===== config.mk =====
export PLATFORM = sky130hd
export DESIGN_NAME = peri_bus_fabric_flat
export DESIGN_NICKNAME = d
export VERILOG_FILES = /design/src/rtl/peri_bus_fabric_if.sv /design/src/rtl/peri_bus_fabric.sv /design/src/flat_wrapper.sv
export SDC_FILE = /design/constraint.sdc
export NUM_CORES = 1
export LEC_CHECK = 0
export ABC_CLOCK_PERIOD_IN_PS = 1800
export CAP_MARGIN = 20
export CORE_ASPECT_RATIO = 1.4
export CORE_MARGIN = 5
export CORE_UTILIZATION = 40
export DETAILED_ROUTE_END_ITERATION = 8
export PLACE_DENSITY_LB_ADDON = 0.25
export REMOVE_ABC_BUFFERS = 1
export SYNTH_ARGS = -nofsm -noshare
export SYNTH_HDL_FRONTEND = slang
export SYNTH_SLANG_ARGS = --single-unit
export TNS_END_PERCENT = 30

===== constraint.sdc =====
create_clock -name clk -period 1.8 [get_ports clk]
set_input_delay 0.36 -clock clk [delete_from_list [all_inputs] [get_ports clk]]
set_output_delay 0.36 -clock clk [all_outputs]
set_load 0.01 [all_outputs]

===== src/rtl/peri_bus_fabric_if.sv =====
// Peripheral bus bundle between the CPU data port, the fabric and the slaves.
// master: CPU side, slave: peripheral side, fabric: the interconnect itself.
interface peri_bus_fabric_if #(
    parameter int NUM_SLAVES = 3,
    parameter int ADDR_W     = 8,
    parameter int DATA_W     = 8
) ();
    logic [ADDR_W-1:0]            m_addr;
    logic [DATA_W-1:0]            m_wdata;
    logic                         m_wr;
    logic                         m_rd;
    logic [DATA_W-1:0]            m_rdata;
    logic                         m_ready;
    logic                         m_err;
    logic [ADDR_W-1:0]            s_addr;
    logic [DATA_W-1:0]            s_wdata;
    logic [NUM_SLAVES-1:0]        s_wr;
    logic [NUM_SLAVES-1:0]        s_rd;
    logic [NUM_SLAVES*DATA_W-1:0] s_rdata;
    logic [NUM_SLAVES-1:0]        s_ready;

    modport master (
        output m_addr, m_wdata, m_wr, m_rd,
        input  m_rdata, m_ready, m_err
    );

    modport slave (
        input  s_addr, s_wdata, s_wr, s_rd,
        output s_rdata, s_ready
    );

    modport fabric (
        input  m_addr, m_wdata, m_wr, m_rd, s_rdata, s_ready,
        output m_rdata, m_ready, m_err, s_addr, s_wdata, s_wr, s_rd
    );
endinterface


===== src/rtl/peri_bus_fabric.sv =====
// Registered single-master peripheral interconnect: decodes the CPU address
// onto one of NUM_SLAVES regions, holds a one-hot strobe until the slave
// answers, and reports decode misses (and optionally timeouts) with error
// capture registers.
// Optional feature macro: PBF_TIMEOUT_EN -- when defined, an ACCESS that sees
// no s_ready for TIMEOUT cycles ends with an error; when undefined, ACCESS
// waits for s_ready indefinitely and the TIMEOUT parameter does not exist.
module peri_bus_fabric #(
    parameter int                          NUM_SLAVES      = 3,
    parameter int                          ADDR_W          = 8,
    parameter int                          DATA_W          = 8,
    parameter logic [NUM_SLAVES*ADDR_W-1:0] SLAVE_BASE     = {8'h84, 8'h80, 8'h00},
    parameter logic [NUM_SLAVES*4-1:0]     SLAVE_SIZE_LOG2 = {4'd2, 4'd2, 4'd7}
`ifdef PBF_TIMEOUT_EN
    ,
    parameter int                          TIMEOUT         = 15
`endif
) (
    input  logic                 clk,
    input  logic                 reset,
    peri_bus_fabric_if.fabric    bus,
    output logic [ADDR_W-1:0]    err_addr,
    output logic [7:0]           err_count
);

    localparam int IDX_W = (NUM_SLAVES > 1) ? $clog2(NUM_SLAVES) : 1;

    typedef enum logic [1:0] {
        ST_IDLE,
        ST_ACCESS,
        ST_DONE
    } state_t;

    state_t                r_state;
    logic [ADDR_W-1:0]     r_addr;
    logic [DATA_W-1:0]     r_wdata;
    logic                  r_is_wr;
    logic [IDX_W-1:0]      r_idx;
    logic [NUM_SLAVES-1:0] r_s_wr;
    logic [NUM_SLAVES-1:0] r_s_rd;
    logic [DATA_W-1:0]     r_rdata;
    logic                  r_ready;
    logic                  r_err;
    logic [ADDR_W-1:0]     r_err_addr;
    logic [7:0]            r_err_count;
`ifdef PBF_TIMEOUT_EN
    localparam logic [7:0] TMO_LAST = 8'(TIMEOUT - 1);
    logic [7:0]            r_tmo_cnt;
`endif

    logic                  w_req;
    logic                  w_hit;
    logic [IDX_W-1:0]      w_idx;
    logic [NUM_SLAVES-1:0] w_onehot;
    logic [DATA_W-1:0]     w_sel_rdata;
    logic                  w_sel_ready;
    logic [7:0]            w_err_count_inc;

    assign w_req           = bus.m_wr | bus.m_rd;
    assign w_onehot        = NUM_SLAVES'(1) << w_idx;
    assign w_err_count_inc = (r_err_count == 8'hFF) ? r_err_count : r_err_count + 8'd1;

    // Address decode; scanning from the top index down lets the lowest index win overlaps.
    always_comb begin
        // NOTE: every always_comb output gets a default first so no path leaves it unassigned (no latch).
        w_hit = 1'b0;
        w_idx = '0;
        for (int i = NUM_SLAVES - 1; i >= 0; i--) begin
            if ((bus.m_addr >> SLAVE_SIZE_LOG2[i*4 +: 4]) ==
                (SLAVE_BASE[i*ADDR_W +: ADDR_W] >> SLAVE_SIZE_LOG2[i*4 +: 4])) begin
                w_hit = 1'b1;
                w_idx = IDX_W'(i);
            end
        end
    end

    // Pick the latched slave's read data and ready; other slaves' ready is ignored.
    always_comb begin
        w_sel_rdata = '0;
        w_sel_ready = 1'b0;
        for (int i = 0; i < NUM_SLAVES; i++) begin
            if (r_idx == IDX_W'(i)) begin
                w_sel_rdata = bus.s_rdata[i*DATA_W +: DATA_W];
                w_sel_ready = bus.s_ready[i];
            end
        end
    end

    // Transaction FSM with all bus-facing outputs registered.
    always_ff @(posedge clk) begin
        // NOTE: sequential state uses non-blocking assignments so every register samples pre-edge values.
        if (reset) begin
            r_state     <= ST_IDLE;
            r_addr      <= '0;
            r_wdata     <= '0;
            r_is_wr     <= 1'b0;
            r_idx       <= '0;
            r_s_wr      <= '0;
            r_s_rd      <= '0;
            r_rdata     <= '0;
            r_ready     <= 1'b0;
            r_err       <= 1'b0;
            r_err_addr  <= '0;
            r_err_count <= '0;
`ifdef PBF_TIMEOUT_EN
            r_tmo_cnt   <= '0;
`endif
        end else begin
            case (r_state)
                ST_IDLE: begin
                    r_ready <= 1'b0;
                    r_err   <= 1'b0;
                    if (w_req) begin
                        r_addr  <= bus.m_addr;
                        r_wdata <= bus.m_wdata;
                        r_is_wr <= bus.m_wr;
                        r_idx   <= w_idx;
`ifdef PBF_TIMEOUT_EN
                        r_tmo_cnt <= '0;
`endif
                        if (w_hit) begin
                            r_state <= ST_ACCESS;
                            // Write wins when both requests are raised together.
                            if (bus.m_wr) r_s_wr <= w_onehot;
                            else          r_s_rd <= w_onehot;
                        end else begin
                            r_state     <= ST_DONE;
                            r_ready     <= 1'b1;
                            r_err       <= 1'b1;
                            r_rdata     <= '0;
                            r_err_addr  <= bus.m_addr;
                            r_err_count <= w_err_count_inc;
                        end
                    end
                end
                ST_ACCESS: begin
                    if (w_sel_ready) begin
                        r_s_wr  <= '0;
                        r_s_rd  <= '0;
                        r_state <= ST_DONE;
                        r_ready <= 1'b1;
                        r_err   <= 1'b0;
                        r_rdata <= r_is_wr ? '0 : w_sel_rdata;
                    end
`ifdef PBF_TIMEOUT_EN
                    else if (r_tmo_cnt == TMO_LAST) begin
                        r_s_wr      <= '0;
                        r_s_rd      <= '0;
                        r_state     <= ST_DONE;
                        r_ready     <= 1'b1;
                        r_err       <= 1'b1;
                        r_rdata     <= '0;
                        r_err_addr  <= r_addr;
                        r_err_count <= w_err_count_inc;
                    end else begin
                        r_tmo_cnt <= r_tmo_cnt + 8'd1;
                    end
`endif
                end
                ST_DONE: begin
                    r_ready <= 1'b0;
                    r_err   <= 1'b0;
                    r_state <= ST_IDLE;
                end
                default: r_state <= ST_IDLE;
            endcase
        end
    end

    assign bus.m_rdata = r_rdata;
    assign bus.m_ready = r_ready;
    assign bus.m_err   = r_err;
    assign bus.s_addr  = r_addr;
    assign bus.s_wdata = r_wdata;
    assign bus.s_wr    = r_s_wr;
    assign bus.s_rd    = r_s_rd;
    assign err_addr    = r_err_addr;
    assign err_count   = r_err_count;

endmodule


===== src/flat_wrapper.sv =====
// flat-port wrapper written by rule: the top's interface ports become plain ports
module peri_bus_fabric_flat 
#(
    parameter int                          NUM_SLAVES      = 3,
    parameter int                          ADDR_W          = 8,
    parameter int                          DATA_W          = 8,
    parameter logic [NUM_SLAVES*ADDR_W-1:0] SLAVE_BASE     = {8'h84, 8'h80, 8'h00},
    parameter logic [NUM_SLAVES*4-1:0]     SLAVE_SIZE_LOG2 = {4'd2, 4'd2, 4'd7}

)
  (clk, reset, err_addr, err_count, bus_m_addr, bus_m_wdata, bus_m_wr, bus_m_rd, bus_s_rdata, bus_s_ready, bus_m_rdata, bus_m_ready, bus_m_err, bus_s_addr, bus_s_wdata, bus_s_wr, bus_s_rd);
  peri_bus_fabric_if #(.NUM_SLAVES(NUM_SLAVES), .ADDR_W(ADDR_W), .DATA_W(DATA_W)) bus_i ();
  input  logic clk;
  input  logic reset;
  output logic [ADDR_W-1:0] err_addr;
  output logic [7:0] err_count;
  input wire logic [$bits(bus_i.m_addr)-1:0] bus_m_addr;
  input wire logic [$bits(bus_i.m_wdata)-1:0] bus_m_wdata;
  input wire logic [$bits(bus_i.m_wr)-1:0] bus_m_wr;
  input wire logic [$bits(bus_i.m_rd)-1:0] bus_m_rd;
  input wire logic [$bits(bus_i.s_rdata)-1:0] bus_s_rdata;
  input wire logic [$bits(bus_i.s_ready)-1:0] bus_s_ready;
  output wire logic [$bits(bus_i.m_rdata)-1:0] bus_m_rdata;
  output wire logic [$bits(bus_i.m_ready)-1:0] bus_m_ready;
  output wire logic [$bits(bus_i.m_err)-1:0] bus_m_err;
  output wire logic [$bits(bus_i.s_addr)-1:0] bus_s_addr;
  output wire logic [$bits(bus_i.s_wdata)-1:0] bus_s_wdata;
  output wire logic [$bits(bus_i.s_wr)-1:0] bus_s_wr;
  output wire logic [$bits(bus_i.s_rd)-1:0] bus_s_rd;
  assign bus_i.m_addr = bus_m_addr;
  assign bus_i.m_wdata = bus_m_wdata;
  assign bus_i.m_wr = bus_m_wr;
  assign bus_i.m_rd = bus_m_rd;
  assign bus_i.s_rdata = bus_s_rdata;
  assign bus_i.s_ready = bus_s_ready;
  assign bus_m_rdata = bus_i.m_rdata;
  assign bus_m_ready = bus_i.m_ready;
  assign bus_m_err = bus_i.m_err;
  assign bus_s_addr = bus_i.s_addr;
  assign bus_s_wdata = bus_i.s_wdata;
  assign bus_s_wr = bus_i.s_wr;
  assign bus_s_rd = bus_i.s_rd;
  peri_bus_fabric #(.NUM_SLAVES(NUM_SLAVES), .ADDR_W(ADDR_W), .DATA_W(DATA_W), .SLAVE_BASE(SLAVE_BASE), .SLAVE_SIZE_LOG2(SLAVE_SIZE_LOG2)) u_core (.clk(clk), .reset(reset), .bus(bus_i), .err_addr(err_addr), .err_count(err_count));
endmodule

==> flow_summary_export.csv <==
group,metric,value,unit
floorplanning,core,5860,µm²
placement,gp_congestion,0.801,
worst_setup_path,timing.rr.start,"u_core.r_state[0]",
clocking,numCtsBuffers,5,
placement,hpwl,5.36,mm
worst_setup_path,slowest_delay,0.56,ns
sta,min_period,1.72,ns
routing,wire_per_inst,14.2,µm
layout,num-fill-cells,536,
pwr,ir_drop,315,µV
layout,fin_util,63.6,%
worst_setup_path,critPathRequiredTime,2.04,ns
min_path,worstHoldStart,"reset",
sta,tightest_slew,0.393,ns
worst_setup_path,path_common_cell,"buf_4",
layout,final_area,3730,µm²
worst_setup_path,crit_buf_inv,3,
clocking,htree_levels,2,
routing,drt-pass1-iter-count,4,
layout,layout_commonest_cell,"clkdlybuf4s50_1",
worst_setup_path,worstSetupPathType,"in2reg",
min_path,min_to,"u_core.r_is_wr",
sta,hold_viol,0,
sta,slew_violations,0,
clocking,cts_sinks,53,
sta,fmax,582,MHz
placement,port_buffers,94,
routing,detail-route-antenna-nets,0,
floorplanning,row_count,33,
clocking,clk_pin_slew_worst_paths,0.10,ns
routing,num_vias,2430,
outcome,status,"complete, no violations",
clocking,cts_root_buffer,"clkbuf_8",
routing,drc_errors,0,
run,cap_violations,0,
clocking,cts_tree,"done",
placement,placed_area,3600,µm²
sta,hold_slack,0.374,ns
worst_setup_path,worstPathMaxFanout,8,
worst_setup_path,arrival,1.96,ns
worst_setup_path,reg2reg_setup_slack,0.14,ns
synthesis,postSynthRegisterBits,53,
global_routing,antenna_found_initial,0,
synthesis,synth_cells,286,
synthesis,syn_area,2420,µm²
layout,final_cell_mix,"89 x clkdlybuf4s50_1, 53 x dfxtp_1, 49 x nand2_1",
min_path,whs_path_depth,2,
synthesis,yosys_warnings,0,
min_path,hold_path_class,"in2reg",
worst_setup_path,timing.rr.end,"u_core.err_count[2]",
global_routing,grt_max_degree,26,
floorplanning,initial_core_util,41.2,%
routing,vias_per_cell,5.15,
layout,drive_gt1_share,10.9,%
layout,nets,452,
worst_setup_path,path_cells,"clkdlybuf4s50_1 -> o41a_1 -> buf_4 -> nand2_2 -> buf_4 -> or3_1 -> a21oi_1",
sta,finalSetupViolCount,0,
layout,ff_latch_area,1060,µm²
sta,fin_setup_tns,0,ns
pwr,powerDensity,713,nW/µm²
synthesis,yosysTopAreaCell,"dfxtp_1",
layout,diodes,0,
layout,syn2layout_area_growth,54.1,%
global_routing,grt_pass1_wl,11.1,mm
routing,postRouteWirelength,6.69,mm
worst_setup_path,end_kind,"register",
worst_setup_path,start_kind,"input port",
layout,multi_input_area,1270,µm²
worst_setup_path,cp-startpoint,"bus_m_addr[7]",
sta,slew_headroom,73.8,%
pwr,leakage,1.44,nW
worst_setup_path,reg2reg_depth,8,
clocking,clk_latency,0.31,ns
floorplanning,die_area,7720,µm²
worst_setup_path,crit_path_top_delay_cell,"clkdlybuf4s50_1",
clocking,holdBufCountCts,0,
sta,fin_skew,0.0103,ns
worst_setup_path,path_delay_family,"buffers and inverters",
floorplanning,io_pins,95,
synthesis,synth.top_cell.area_share,43.9,%
synthesis,yosys-top-cells-area,"dfxtp_1 44%, nand2_1 7.6%, mux2i_1 7.5%",
global_routing,grt_overflow,0,
clocking,cts_buffer_depth,2,
sta,min_period_over_period,95.5,%
floorplanning,die_w,75.7,µm
synthesis,yosysSeqAreaShare,43.9,%
synthesis,synth_cell_type_count,44,
floorplanning,fp.dieH,102,µm
pwr,p_total,0.00266,W
routing,drt_iter0_markers,103,
global_routing,grt_pass1_vias,2461,
synthesis,syn_avg_cell_area,8.45,µm²
global_routing,track_usage,18.6,%
-- sequential cells by signal (all words and copies together), names as in the netlist --
name                flops
u_core.r_is_wr          1
u_core.bus.m_rdata      8
u_core.r_idx            2
u_core.bus.s_addr       8
u_core.bus.m_err        1
u_core.r_state          2
u_core.bus.m_ready      1
u_core.bus.s_wdata      8
u_core.bus.s_wr         3
u_core.bus.s_rd         3
u_core.err_count        8
u_core.err_addr         8
-- per-stage QoR --
step | setup WS, ns | cells
6_report | 0.0805 | 472
2_1_floorplan | -0.198 | 271
5_1_grt | -0.00953 | 472
3_3_place_gp | -0.282 | 462
4_1_cts | 0.00332 | 471
3_5_place_dp | -0.323 | 462
-- synth_stat cells --
| cell type | number |
|---|---|
| nor2b_1 | 2 |
| nor2_1 | 22 |
| dfxtp_1 | 53 |
| a2111oi_0 | 1 |
| a211oi_1 | 1 |
| nor4_1 | 1 |
| xor2_1 | 2 |
| nor3b_1 | 1 |
| or4_1 | 1 |
| and3_1 | 1 |
| or3_1 | 4 |
| o211a_1 | 1 |
| and2_1 | 8 |
| a211o_1 | 1 |
| nand3b_1 | 1 |
| o41ai_1 | 1 |
| a21oi_1 | 31 |
| o211ai_1 | 1 |
| o21ai_0 | 12 |
| o2111ai_2 | 1 |
| nand2_1 | 49 |
| nand3_1 | 5 |
| o21a_1 | 1 |
| buf_6 | 1 |
| o211ai_2 | 1 |
| nand4b_1 | 1 |
| nand4_1 | 3 |
| o41a_1 | 1 |
| clkbuf_1 | 10 |
| inv_1 | 10 |
| ha_1 | 4 |
| buf_2 | 4 |
| nand2b_1 | 11 |
| a21o_1 | 1 |
| a22oi_1 | 1 |
| o21ai_1 | 3 |
| o41ai_4 | 1 |
| nand2_2 | 1 |
| nor3_1 | 3 |
| o32ai_1 | 6 |
| o31a_1 | 1 |
| a32oi_1 | 3 |
| mux2i_1 | 18 |
| nor4_2 | 1 |
-- worst max path at each step --
stage / slack, ns / cells past startpoint / end
2_1_floorplan: -0.20 / 6 / u_core.err_count[4]
3_3_place_gp: -0.28 / 6 / u_core.err_count[6]
3_5_place_dp: -0.32 / 5 / u_core.bus.s_wr[1]
4_1_cts: 0.003 / 5 / u_core.bus.s_wr[1]
5_1_grt: -0.01 / 6 / u_core.err_count[7]
6_report: 0.08 / 7 / u_core.err_count[2]
-- routing by layer --
metal	global-route usage [%]	share of wire [%]
met3	4.92	7.8
met4	6.73	1.4
met5	0	0
met2	34.7	54
met1	19.2	37
-- kinds of logic (layout without fill, tap and decap cells) --
group | Yosys count | count (layout) | share of synthesized area, %
fa+ha+maj | 4 | 4 | 2.07
buf+inv | 25 | 141 | 4.40
mux | 18 | 18 | 7.45
compound gates | 69 | 69 | 18.9
xor+xnor | 2 | 2 | 0.725
flops | 53 | 53 | 43.9
simple gates | 115 | 115 | 22.5
-- area by class of cell --
type / instances / area share, %
Timing Repair Buffer: 123 / 31.9
Inverter: 10 / 1.01
Clock inverter: 2 / 0.269
Clock buffer: 6 / 1.95
Multi-Input combinational cell: 208 / 34.0
Tap cell: 70 / 2.35
Sequential cell: 53 / 28.5
-- power breakdown --
group | leakage [nW] | internal (W) | switching [W] | total, W
combinational | 0.967 | 0.000387 | 0.000324 | 0.000712
sequential | 0.433 | 0.00125 | 0.0000457 | 0.00129
clock | 0.0450 | 0.000271 | 0.000380 | 0.000651
-- worst register-to-register path, stage by stage, from the launching register on --
cell and delay, ns:
dfxtp_1 0.34, inv_1 0.09, ha_1 0.18, o21a_1 0.17, buf_12 0.13, nand2_2 0.06
buf_4 0.16, or3_1 0.32, a21oi_1 0.14
-- what timing repair did --
| item | in CTS | in global routing |
|---|---|---|
| setup buffers | 1 | 1 |
| resized for setup | 0 | 6 |
| setup endpoints to repair | 1 | 13 |
| pin swaps | 1 | 0 |
No activity file was read; power rests on OpenSTA's default activity.
